$ cat src/rtl/gf22_fll_pkg.sv
// Shared constants and types for the GF22 FLL digital core.
// Build option FLL_LOCK_DETECT_EN selects the full lock detector (see gf22_fll.sv).
package gf22_fll_pkg;

  localparam logic [1:0] ADDR_STATUS  = 2'd0;
  localparam logic [1:0] ADDR_CONFIG1 = 2'd1;
  localparam logic [1:0] ADDR_CONFIG2 = 2'd2;
  localparam logic [1:0] ADDR_INTEG   = 2'd3;

  localparam logic [31:0] CONFIG1_RST = 32'h8100_05F5;
  localparam logic [31:0] CONFIG2_RST = 32'h0040_6107;
  localparam logic [31:0] INTEG_RST   = 32'h0100_0000;

  localparam int MODE_BIT  = 31;
  localparam int DCO_LSB   = 16;
  localparam int DCO_W     = 10;
  localparam int MULT_LSB  = 0;
  localparam int MULT_W    = 16;
  localparam int GAIN_LSB  = 0;
  localparam int GAIN_W    = 4;
  localparam int TOL_LSB   = 4;
  localparam int TOL_W     = 8;
  localparam int ACYC_LSB  = 12;
  localparam int DCYC_LSB  = 18;
  localparam int CYC_W     = 6;
  localparam int CFG2_W    = 24;
  localparam int INTEG_LSB = 6;
  localparam int INTEG_W   = 20;

  typedef logic signed [16:0] fll_err_t;

endpackage

$ cat src/rtl/gf22_fll_if.sv
// REQ/ACK configuration port of the FLL; the SoC side is the master.
interface gf22_fll_if;
  logic        CFGREQ;
  logic        CFGWEB;
  logic [1:0]  CFGAD;
  logic [31:0] CFGD;
  logic        CFGACK;
  logic [31:0] CFGQ;

  modport master (output CFGREQ, CFGWEB, CFGAD, CFGD, input CFGACK, CFGQ);
  modport slave  (input CFGREQ, CFGWEB, CFGAD, CFGD, output CFGACK, CFGQ);
endinterface

$ cat src/rtl/gf22_fll_lock_detect.sv
// Lock detector: counts consecutive in/out-of-tolerance measurements with hysteresis.
module fll_lock_detect
  import gf22_fll_pkg::*;
(
  input  logic             fll_cfg_clk,
  input  logic             rstn_glob_i,
  input  fll_err_t         err,
  input  logic             fb_valid,
  input  logic [TOL_W-1:0] tol,
  input  logic [CYC_W-1:0] assert_cyc,
  input  logic [CYC_W-1:0] deassert_cyc,
  input  logic             pwd,
  output logic             lock
);

  logic [CYC_W-1:0] in_cnt, in_cnt_next;
  logic [CYC_W-1:0] out_cnt, out_cnt_next;
  logic             lock_next;
  logic [16:0]      abs_err;
  logic             in_tol;

  assign abs_err = err[16] ? 17'(-err) : 17'(err);
  assign in_tol  = (abs_err <= {9'd0, tol});

  always_comb begin
    in_cnt_next  = in_cnt;
    out_cnt_next = out_cnt;
    lock_next    = lock;
    if (pwd) begin
      in_cnt_next  = '0;
      out_cnt_next = '0;
      lock_next    = 1'b0;
    end else if (fb_valid) begin
      // Each counter saturates at 63 and is cleared by a measurement of the other kind
      if (in_tol) begin
        in_cnt_next  = (in_cnt == '1) ? in_cnt : in_cnt + 1'b1;
        out_cnt_next = '0;
        if (in_cnt_next >= assert_cyc) lock_next = 1'b1;
      end else begin
        out_cnt_next = (out_cnt == '1) ? out_cnt : out_cnt + 1'b1;
        in_cnt_next  = '0;
        if (out_cnt_next >= deassert_cyc) lock_next = 1'b0;
      end
    end
  end

  always_ff @(posedge fll_cfg_clk or negedge rstn_glob_i) begin
    if (!rstn_glob_i) begin
      in_cnt  <= '0;
      out_cnt <= '0;
      lock    <= 1'b0;
    end else begin
      in_cnt  <= in_cnt_next;
      out_cnt <= out_cnt_next;
      lock    <= lock_next;
    end
  end

endmodule

$ cat src/rtl/gf22_fll.sv
// GF22 FLL digital core: config registers, integrating loop, DCO mux and lock output.
// Define FLL_LOCK_DETECT_EN to build the lock detector; otherwise LOCK is registered ~PWD.
module gf22_fll
  import gf22_fll_pkg::*;
(
  input  logic          REFCLK,
  input  logic          RSTB,
  input  logic          PWD,
  gf22_fll_if.slave     cfg,
  input  logic [15:0]   FB_CNT,
  input  logic          FB_VALID,
  output logic [9:0]    DCO_CODE,
  output logic          LOCK
);

  logic [15:0]        status;
  logic               mode;
  logic [DCO_W-1:0]   ol_dco;
  logic [MULT_W-1:0]  mult;
  logic [CFG2_W-1:0]  cfg2;
  logic [INTEG_W-1:0] integ;

  logic               accept;
  logic [31:0]        rd_data;
  fll_err_t           err;
  logic signed [27:0] err_scaled, delta, integ_sum;
  logic [INTEG_W-1:0] integ_sat;

  assign accept = cfg.CFGREQ && !cfg.CFGACK;

  always_comb begin
    rd_data = '0;
    case (cfg.CFGAD)
      ADDR_STATUS:  rd_data = {16'd0, status};
      ADDR_CONFIG1: rd_data = {mode, 5'd0, ol_dco, mult};
      ADDR_CONFIG2: rd_data = {8'd0, cfg2};
      default:      rd_data = {6'd0, integ, 6'd0};
    endcase
  end

  // err*1024 keeps the 10 fractional integrator bits before the gain shift
  always_comb begin
    err        = $signed({1'b0, mult}) - $signed({1'b0, FB_CNT});
    err_scaled = $signed({err[16], err, 10'd0});
    delta      = err_scaled >>> cfg2[GAIN_LSB +: GAIN_W];
    integ_sum  = $signed({8'd0, integ}) + delta;
    integ_sat  = integ_sum[27:20] != 8'd0 ? (integ_sum[27] ? '0 : '1) : integ_sum[19:0];
  end

  // Loop update is ordered before the register write so a software write wins
  always_ff @(posedge REFCLK or negedge RSTB) begin
    if (!RSTB) begin
      status     <= '0;
      mode       <= CONFIG1_RST[MODE_BIT];
      ol_dco     <= CONFIG1_RST[DCO_LSB +: DCO_W];
      mult       <= CONFIG1_RST[MULT_LSB +: MULT_W];
      cfg2       <= CONFIG2_RST[CFG2_W-1:0];
      integ      <= INTEG_RST[INTEG_LSB +: INTEG_W];
      cfg.CFGACK <= 1'b0;
      cfg.CFGQ   <= '0;
    end else begin
      cfg.CFGACK <= accept;
      if (FB_VALID && !PWD) begin
        status <= FB_CNT;
        if (mode) integ <= integ_sat;
      end
      if (accept) begin
        cfg.CFGQ <= rd_data;
        if (!cfg.CFGWEB) begin
          case (cfg.CFGAD)
            ADDR_CONFIG1: begin
              mode   <= cfg.CFGD[MODE_BIT];
              ol_dco <= cfg.CFGD[DCO_LSB +: DCO_W];
              mult   <= cfg.CFGD[MULT_LSB +: MULT_W];
            end
            ADDR_CONFIG2: cfg2  <= cfg.CFGD[CFG2_W-1:0];
            ADDR_INTEG:   integ <= cfg.CFGD[INTEG_LSB +: INTEG_W];
            default: ;
          endcase
        end
      end
    end
  end

  always_ff @(posedge REFCLK or negedge RSTB) begin
    if (!RSTB)      DCO_CODE <= CONFIG1_RST[DCO_LSB +: DCO_W];
    else if (PWD)   DCO_CODE <= '0;
    else if (mode)  DCO_CODE <= integ[INTEG_W-1 -: DCO_W];
    else            DCO_CODE <= ol_dco;
  end

`ifdef FLL_LOCK_DETECT_EN
  fll_lock_detect u_lock_detect (
    .fll_cfg_clk  (REFCLK),
    .rstn_glob_i  (RSTB),
    .err          (err),
    .fb_valid     (FB_VALID),
    .tol          (cfg2[TOL_LSB +: TOL_W]),
    .assert_cyc   (cfg2[ACYC_LSB +: CYC_W]),
    .deassert_cyc (cfg2[DCYC_LSB +: CYC_W]),
    .pwd          (PWD),
    .lock         (LOCK)
  );
`else
  always_ff @(posedge REFCLK or negedge RSTB) begin
    if (!RSTB) LOCK <= 1'b0;
    else       LOCK <= !PWD;
  end
`endif

endmodule

$ cat src/flat_wrapper.sv
// flat-port wrapper written by rule: the top's interface ports become plain ports
module gf22_fll_flat import gf22_fll_pkg::*;
  (REFCLK, RSTB, PWD, FB_CNT, FB_VALID, DCO_CODE, LOCK, cfg_CFGREQ, cfg_CFGWEB, cfg_CFGAD, cfg_CFGD, cfg_CFGACK, cfg_CFGQ);
  gf22_fll_if cfg_i ();
  input  logic REFCLK;
  input  logic RSTB;
  input  logic PWD;
  input  logic [15:0] FB_CNT;
  input  logic FB_VALID;
  output logic [9:0] DCO_CODE;
  output logic LOCK;
  input wire logic [$bits(cfg_i.CFGREQ)-1:0] cfg_CFGREQ;
  input wire logic [$bits(cfg_i.CFGWEB)-1:0] cfg_CFGWEB;
  input wire logic [$bits(cfg_i.CFGAD)-1:0] cfg_CFGAD;
  input wire logic [$bits(cfg_i.CFGD)-1:0] cfg_CFGD;
  output wire logic [$bits(cfg_i.CFGACK)-1:0] cfg_CFGACK;
  output wire logic [$bits(cfg_i.CFGQ)-1:0] cfg_CFGQ;
  assign cfg_i.CFGREQ = cfg_CFGREQ;
  assign cfg_i.CFGWEB = cfg_CFGWEB;
  assign cfg_i.CFGAD = cfg_CFGAD;
  assign cfg_i.CFGD = cfg_CFGD;
  assign cfg_CFGACK = cfg_i.CFGACK;
  assign cfg_CFGQ = cfg_i.CFGQ;
  gf22_fll u_core (.REFCLK(REFCLK), .RSTB(RSTB), .PWD(PWD), .cfg(cfg_i), .FB_CNT(FB_CNT), .FB_VALID(FB_VALID), .DCO_CODE(DCO_CODE), .LOCK(LOCK));
endmodule
$ cat config.mk
export PLATFORM = sky130hd
export DESIGN_NAME = gf22_fll_flat
export DESIGN_NICKNAME = d
export VERILOG_FILES = /design/src/rtl/gf22_fll_pkg.sv /design/src/rtl/gf22_fll_if.sv /design/src/rtl/gf22_fll_lock_detect.sv /design/src/rtl/gf22_fll.sv /design/src/flat_wrapper.sv
export SDC_FILE = /design/constraint.sdc
export NUM_CORES = 1
export LEC_CHECK = 0
export BUFFER_PORTS_ARGS = -buffer_cell sky130_fd_sc_hd__clkbuf_2
export CORE_MARGIN = 2
export CORE_UTILIZATION = 27
export CTS_CLUSTER_SIZE = 8
export DETAILED_ROUTE_END_ITERATION = 8
export MAX_ROUTING_LAYER = met4
export PLACE_DENSITY_LB_ADDON = 0.25
export SYNTH_ARGS = -nofsm -noshare
export SYNTH_HDL_FRONTEND = slang
export SYNTH_SLANG_ARGS = --single-unit
$ cat constraint.sdc
create_clock -name REFCLK -period 5.1 [get_ports REFCLK]
set_input_delay 0.255 -clock REFCLK [delete_from_list [all_inputs] [get_ports REFCLK]]
set_output_delay 0.255 -clock REFCLK [all_outputs]
set_load 0.05 [all_outputs]
==> results.toml, run 1 <==
[outcome]
outcome = "complete, but fails checks"
violations = "negative setup slack"

[place]
dp_cells = 1556
hpwl_mm = 22.5
io_buffers = 89
place_congestion = 0.900

[worst_setup_path]
rr_worst_depth = 29
path_depth = 29
crit-reg2reg-launch = "u_core.mult[0]$_DFFE_PN1P_"
cp_top_family = "compound AO/OA/AOI/OAI gates"
crit_buf_inv = 5
startpoint = "u_core.mult[0]$_DFFE_PN1P_"
critPathKind = "reg -> reg"
timing.rr.end = "u_core.integ[8]$_DFF_PN0_"
endpoint_kind = "flip-flop"
path_max_fanout = 5
cp_slowest_cell = "dfstp_2"
critPathRequiredTime_ns = 5.42
endpoint = "u_core.integ[8]$_DFF_PN0_"
slowest_delay_ns = 0.54
reg2reg_slack_ns = -0.37
setup.worst_path.start_class = "flip-flop"
crit_arrival_ns = 5.79

[final_layout]
nNetsFinal = 1302
layout_commonest_cell = "buf_4"
final_layout_size_suffix_gt1_share_pct = 42.4
layoutNonFillerInstCount = 1620
area_delta_synth_final_pct = 40.0
layout_common_cells = "buf_4, nand2_1, dfrtp_1, clkbuf_2, nor2_1"
n_antenna_cell = 0

[detailed_routing]
wl_met3_mm = 1.20
route.detailed.drc = 0
initialDrtViolationCount = 431
post_drt_wl_per_cell_um = 18.3
drtAntennaViolNets = 0
drt-pass1-iter-count = 5
dr_total_vias = 8151
maxUsedRoutingLayer = "met4"
vias_per_cell = 5.03
wl_mm = 29.6
wl_met1_mm = 13.5
wl_met2_mm = 14.1

[sta]
rsz0062_at_grt = "true"
tightest_slew_ns = 1.08
fmax_ghz = 0.183
tns_ns = -6.75
period_minus_slack_ns = 5.47
timing.final.ws_setup_ns = -0.369
slew_headroom_pct = 27.6
clock_skew_ns = 0.0191
holdWs_ns = 0.0459
setup_viol = 20
drv_slew = 0
post-route-period-util_pct = 107
hold_violations = 0

[floorplan]
die_y_um = 184
die_x_um = 184
rows = 65
die_area_mm2 = 0.0338
core-area_mm2 = 0.0317
start_util_pct = 27.6
ioPinCount = 100

[grt]
grt_pass1_vias = 8303
grt_pass1_wl_mm = 46.2
grt_max_degree = 86
antenna_found_initial = 0
grt_use_total_pct = 18.2
overflow = 0

[synth]
async_reset_ff_share_pct = 100
yosysUniqueCellTypes = 76
ys_seq_area_share_pct = 36.3
yosysWarnings = 0
synth_edf_count = 0
ys.flop_type = "dfrtp_1"
ys_ff_latch = 126
syn_area_per_cell_um2 = 9.20
synthCells = 950
syn_area_mm2 = 0.00874

[power_and_ir_drop]
p_leak_nw = 5.69
irDropWorstVdd_mv = 0.291
switching_share_pct = 43.6
powerDensity_mw_per_mm2 = 672
p_sw_mw = 3.59
internal_power_mw = 4.64
p_clk_share_pct = 15.5
p_comb_share_pct = 65.4
seqPwrFrac_pct = 19.0

[clocking]
htreeDepth = 4
cts_tree = "yes"
clk_transition_reported_paths_ns = 0.06
clock_latency_ns = 0.44
cts_sinks = 126
clock_path_buffers = 2
cts_buffers = 17
root_buffer = "clkbuf_16"

[min_path]
hp-start = "cfg_CFGD[31]"
min_path_type = "in -> reg"

[job]
maxCapViolations = 0
==> Yosys cell counts, drive strengths merged (7+ instances only) <==
cell / number / area share [%]
o21a: 10 / 0.86
inv: 28 / 1.2
o21ai: 71 / 4.1
nor3: 20 / 1.7
nor2: 90 / 3.9
dfstp: 19 / 5.7
ha: 39 / 5.6
a221oi: 11 / 1.1
mux4: 11 / 2.8
xnor2: 20 / 2.0
a211oi: 8 / 0.74
buf: 23 / 1.5
nand3: 15 / 0.97
a21oi: 63 / 3.6
nand2: 125 / 5.4
o22ai: 12 / 0.86
nand2b: 9 / 0.64
a31oi: 12 / 1.3
dfrtp: 107 / 31
mux2i: 45 / 5.2
and2: 8 / 0.57
xor2: 7 / 0.70
clkbuf: 38 / 1.6
o211ai: 16 / 1.4
a21o: 15 / 1.3
mux2: 59 / 7.6
==> power by group through the flow <==
stage / sequential, mW / clock [mW] / combinational, mW
after global routing: 1.60 / 1.35 / 5.84
after global placement: 1.57 / 0 / 4.48
final: 1.57 / 1.28 / 5.38
after detailed placement: 1.58 / 0 / 4.46
after floorplan: 1.71 / 0 / 2.57
after CTS: 1.56 / 1.31 / 4.89
==> flip-flops by register name (all words and copies together) (netlist names) <==
signal / cells
u_core.cfg.CFGACK: 1
u_core.status: 16
u_core.integ: 20
u_core.ol_dco: 10
u_core.mode: 1
u_core.mult: 16
u_core.cfg2: 24
u_core.LOCK: 1
u_core.cfg.CFGQ: 27
u_core.DCO_CODE: 10
==> layer usage <==
layer | vias up | global-route usage (%)
li1 | 3943 | -
met1 | 3965 | 23.1
met2 | 202 | 29.6
met3 | 41 | 2.44
met4 | 0 | 6.78
met5 | - | -
==> kinds of logic after synthesis <==
group | count (synthesis) | synth area share [%]
AND/OR/NAND/NOR | 297 | 15.9
AO/OA/AOI/OAI | 252 | 18.9
adder cells (fa/ha/maj) | 42 | 6.15
other | 1 | 0.0429
flip-flops | 126 | 36.3
multiplexers | 115 | 15.6
buffers and inverters | 90 | 4.39
XOR/XNOR | 27 | 2.70
==> stage by stage <==
stage / cell area [um^2] / power (mW) / utilization (%) / setup slack, ns
after global routing: 12200 / 8.79 / 38.6 / -0.689
final: 12200 / 8.23 / 38.6 / -0.369
after detailed placement: 10800 / 6.04 / 34.1 / -0.605
after CTS: 11800 / 7.76 / 37.3 / -0.464
after global placement: 10800 / 6.04 / 34.1 / -0.574
after floorplan: 8850 / 4.28 / - / -0.0738
==> repair_timing <==
item,in CTS,in global routing
setup buffers,13,16
gates resized for setup,50,62
endpoints found under the setup margin,20,20
hold buffers,1,0
gates cloned,2,1
pin swaps,29,46
endpoints found under the hold margin,77,0
==> layout make-up <==
type | instances | area [um^2]
Inverter | 29 | 111
Sequential cell | 126 | 3180
Multi-Input combinational cell | 738 | 5750
Tap cell | 402 | 503
Clock inverter | 14 | 183
Timing Repair Buffer | 293 | 2090
Clock buffer | 18 | 429
Fill cell | 3179 | 19500
==> worst min-delay path by stage <==
stage	end	depth (start not counted)
3_3_place_gp	u_core.DCO_CODE[4]$_DFF_PN0_	1
2_1_floorplan	u_core.DCO_CODE[0]$_DFF_PN0_	0
6_report	u_core.mode$_DFFE_PN1P_	2
3_5_place_dp	u_core.DCO_CODE[4]$_DFF_PN0_	1
5_1_grt	u_core.mode$_DFFE_PN1P_	2
4_1_cts	u_core.cfg2[0]$_DFFE_PN1P_	3
Note: power is estimated with default switching activity, not from simulation.
==> inputs of run 2 (changes only) <==
--- a/config.mk
+++ b/config.mk
@@ -7,11 +7,12 @@
 export LEC_CHECK = 0
 export BUFFER_PORTS_ARGS = -buffer_cell sky130_fd_sc_hd__clkbuf_2
 export CORE_MARGIN = 2
-export CORE_UTILIZATION = 27
+export CORE_UTILIZATION = 45
 export CTS_CLUSTER_SIZE = 8
 export DETAILED_ROUTE_END_ITERATION = 8
 export MAX_ROUTING_LAYER = met4
 export PLACE_DENSITY_LB_ADDON = 0.25
+export SETUP_SLACK_MARGIN = 0.3
 export SYNTH_ARGS = -nofsm -noshare
 export SYNTH_HDL_FRONTEND = slang
 export SYNTH_SLANG_ARGS = --single-unit
==> results.toml, run 2 (synthesized netlist as in run 1, its figures left out) <==
[outcome]
outcome = "complete, but fails checks"
violations = "negative setup slack"

[final_layout]
layoutNonFillerInstCount = 1452
area_delta_synth_final_pct = 35.4
layout_common_cells = "buf_4, nand2_1, dfrtp_1, clkbuf_2, nor2_1"
n_antenna_cell = 0
largest_register = "u_core.cfg.CFGQ"
layout_commonest_cell = "buf_4"
final_area_mm2 = 0.0118
top_regs = "u_core.cfg.CFGQ x27, u_core.cfg2 x24, u_core.integ x20"
nNetsFinal = 1276
largest_register_ffs = 27
final_layout_size_suffix_gt1_share_pct = 40.7

[sta]
hold_violations = 0
drv_slew = 0
clock_skew_ns = 0.0111
rsz0062_at_grt = "true"
tns_ns = -8.46
slew_headroom_pct = 27.0
fmax_ghz = 0.180
tightest_slew_ns = 1.09
period_minus_slack_ns = 5.55
timing.final.ws_setup_ns = -0.455
setup_viol = 20
post-route-period-util_pct = 109

[floorplan]
start_util_pct = 46.3
core-area_mm2 = 0.0189
rows = 50
ioPinCount = 100
die_area_mm2 = 0.0206
die_y_um = 143
die_x_um = 143

[clocking]
clock_latency_ns = 0.43
root_buffer = "clkbuf_16"
cts_tree = "yes"
clock_path_buffers = 2
cts_buffers = 17
clk_transition_reported_paths_ns = 0.06
cts_sinks = 126
htreeDepth = 4

[detailed_routing]
drt-pass1-iter-count = 6
post_drt_wl_per_cell_um = 19.0
vias_per_cell = 5.72
dr_total_vias = 8310
initialDrtViolationCount = 638
route.detailed.drc = 0
drtAntennaViolNets = 0
wl_mm = 27.5

[worst_setup_path]
critPathKind = "reg -> reg"
crit_arrival_ns = 5.89
endpoint_kind = "flip-flop"
reg2reg_slack_ns = -0.45
critPathRequiredTime_ns = 5.44
setup.worst_path.start_class = "flip-flop"
path_max_fanout = 6

[grt]
overflow = 0
antenna_found_initial = 0
grt_pass1_wl_mm = 43.1
grt_max_degree = 66
grt_use_total_pct = 27.9
grt_pass1_vias = 7963

[power_and_ir_drop]
p_leak_nw = 5.54
p_total_mw = 8.00
irDropWorstVdd_mv = 0.338
powerDensity_mw_per_mm2 = 676

[place]
hpwl_mm = 20.4
io_buffers = 89
place_congestion = 1.01
detailed_place.area_mm2 = 0.0105
dp_cells = 1395

[min_path]
min_path_type = "in -> reg"

[job]
maxCapViolations = 0
-- run 2: through the flow --
stage | hold WS, ns | worst slack, ns | utilization (%)
2_1_floorplan | -0.0406 | -0.0738 | -
3_3_place_gp | 0.388 | -0.384 | 55.6
3_5_place_dp | 0.398 | -0.470 | 55.6
4_1_cts | 0.0553 | -0.343 | 60.8
5_1_grt | 0.0685 | -0.745 | 62.6
6_report | 0.0586 | -0.455 | 62.6
-- run 2: final timing paths --
path | cells past startpoint | startpoint | to
setup / recovery | 26 | u_core.mult[6]$_DFFE_PN1P_ | u_core.integ[9]$_DFF_PN0_
max in group asynchronous | 3 | RSTB | u_core.mult[5]$_DFFE_PN1P_
hold reg to reg | 2 | u_core.cfg.CFGQ[31]$_DFFE_PN0P_ | u_core.cfg.CFGQ[31]$_DFFE_PN0P_
setup reg to reg | 26 | u_core.mult[6]$_DFFE_PN1P_ | u_core.integ[9]$_DFF_PN0_
min in group asynchronous | 2 | RSTB | u_core.DCO_CODE[6]$_DFF_PN0_
hold / removal | 3 | cfg_CFGD[0] | u_core.cfg2[0]$_DFFE_PN1P_
-- run 2: worst max-delay path, stage by stage (launching register included) --
cell      delay [ns]
dfstp_2         0.59
ha_4            0.22
a21o_1          0.21
a311oi_4        0.36
o31ai_4         0.11
or3_4           0.37
a311oi_4        0.32
mux2i_2         0.13
mux2_4          0.30
nand2_2         0.07
o21ai_2         0.06
ha_1            0.30
o21a_1          0.16
o21ai_2         0.07
and2_4          0.14
a311o_1         0.30
a21oi_2         0.17
a41o_1          0.19
a21o_1          0.17
nand3_2         0.11
buf_4           0.17
buf_6           0.11
o31ai_4         0.22
buf_6           0.15
nand3_4         0.08
buf_6           0.20
o211ai_1        0.17
-- run 2: routing by layer --
metal	wire length, um	global-route usage (%)
met2	12700	42.7
met4	756	9.55
met1	12100	38.0
met5	0	-
met3	2020	4.40
-- run 2: report_power, final --
part / leakage, nW / internal [mW] / switching, mW
combinational: 3.73 / 2.41 / 2.76
sequential: 1.52 / 1.30 / 0.280
clock: 0.289 / 0.777 / 0.476
total: 5.54 / 4.48 / 3.52
-- run 2: final cells by class --
type	instances	area, um^2
fill	1567	7060
timing repair buffer	267	1890
sequential	126	3180
tap	260	325
multi-input combinational	738	5720
clock buffer	18	429
clock inverter	14	179
inverter	29	114
-- run 2: repair_timing --
| item | CTS | global route |
|---|---|---|
| buffers inserted | 13 | 7 |
| pin swaps | 12 | 29 |
| gates cloned | 3 | 1 |
| resized for setup | 45 | 61 |
| hold buffers | 1 | 0 |
| setup endpoints to repair | 20 | 20 |
| endpoints found under the hold margin | 58 | 0 |
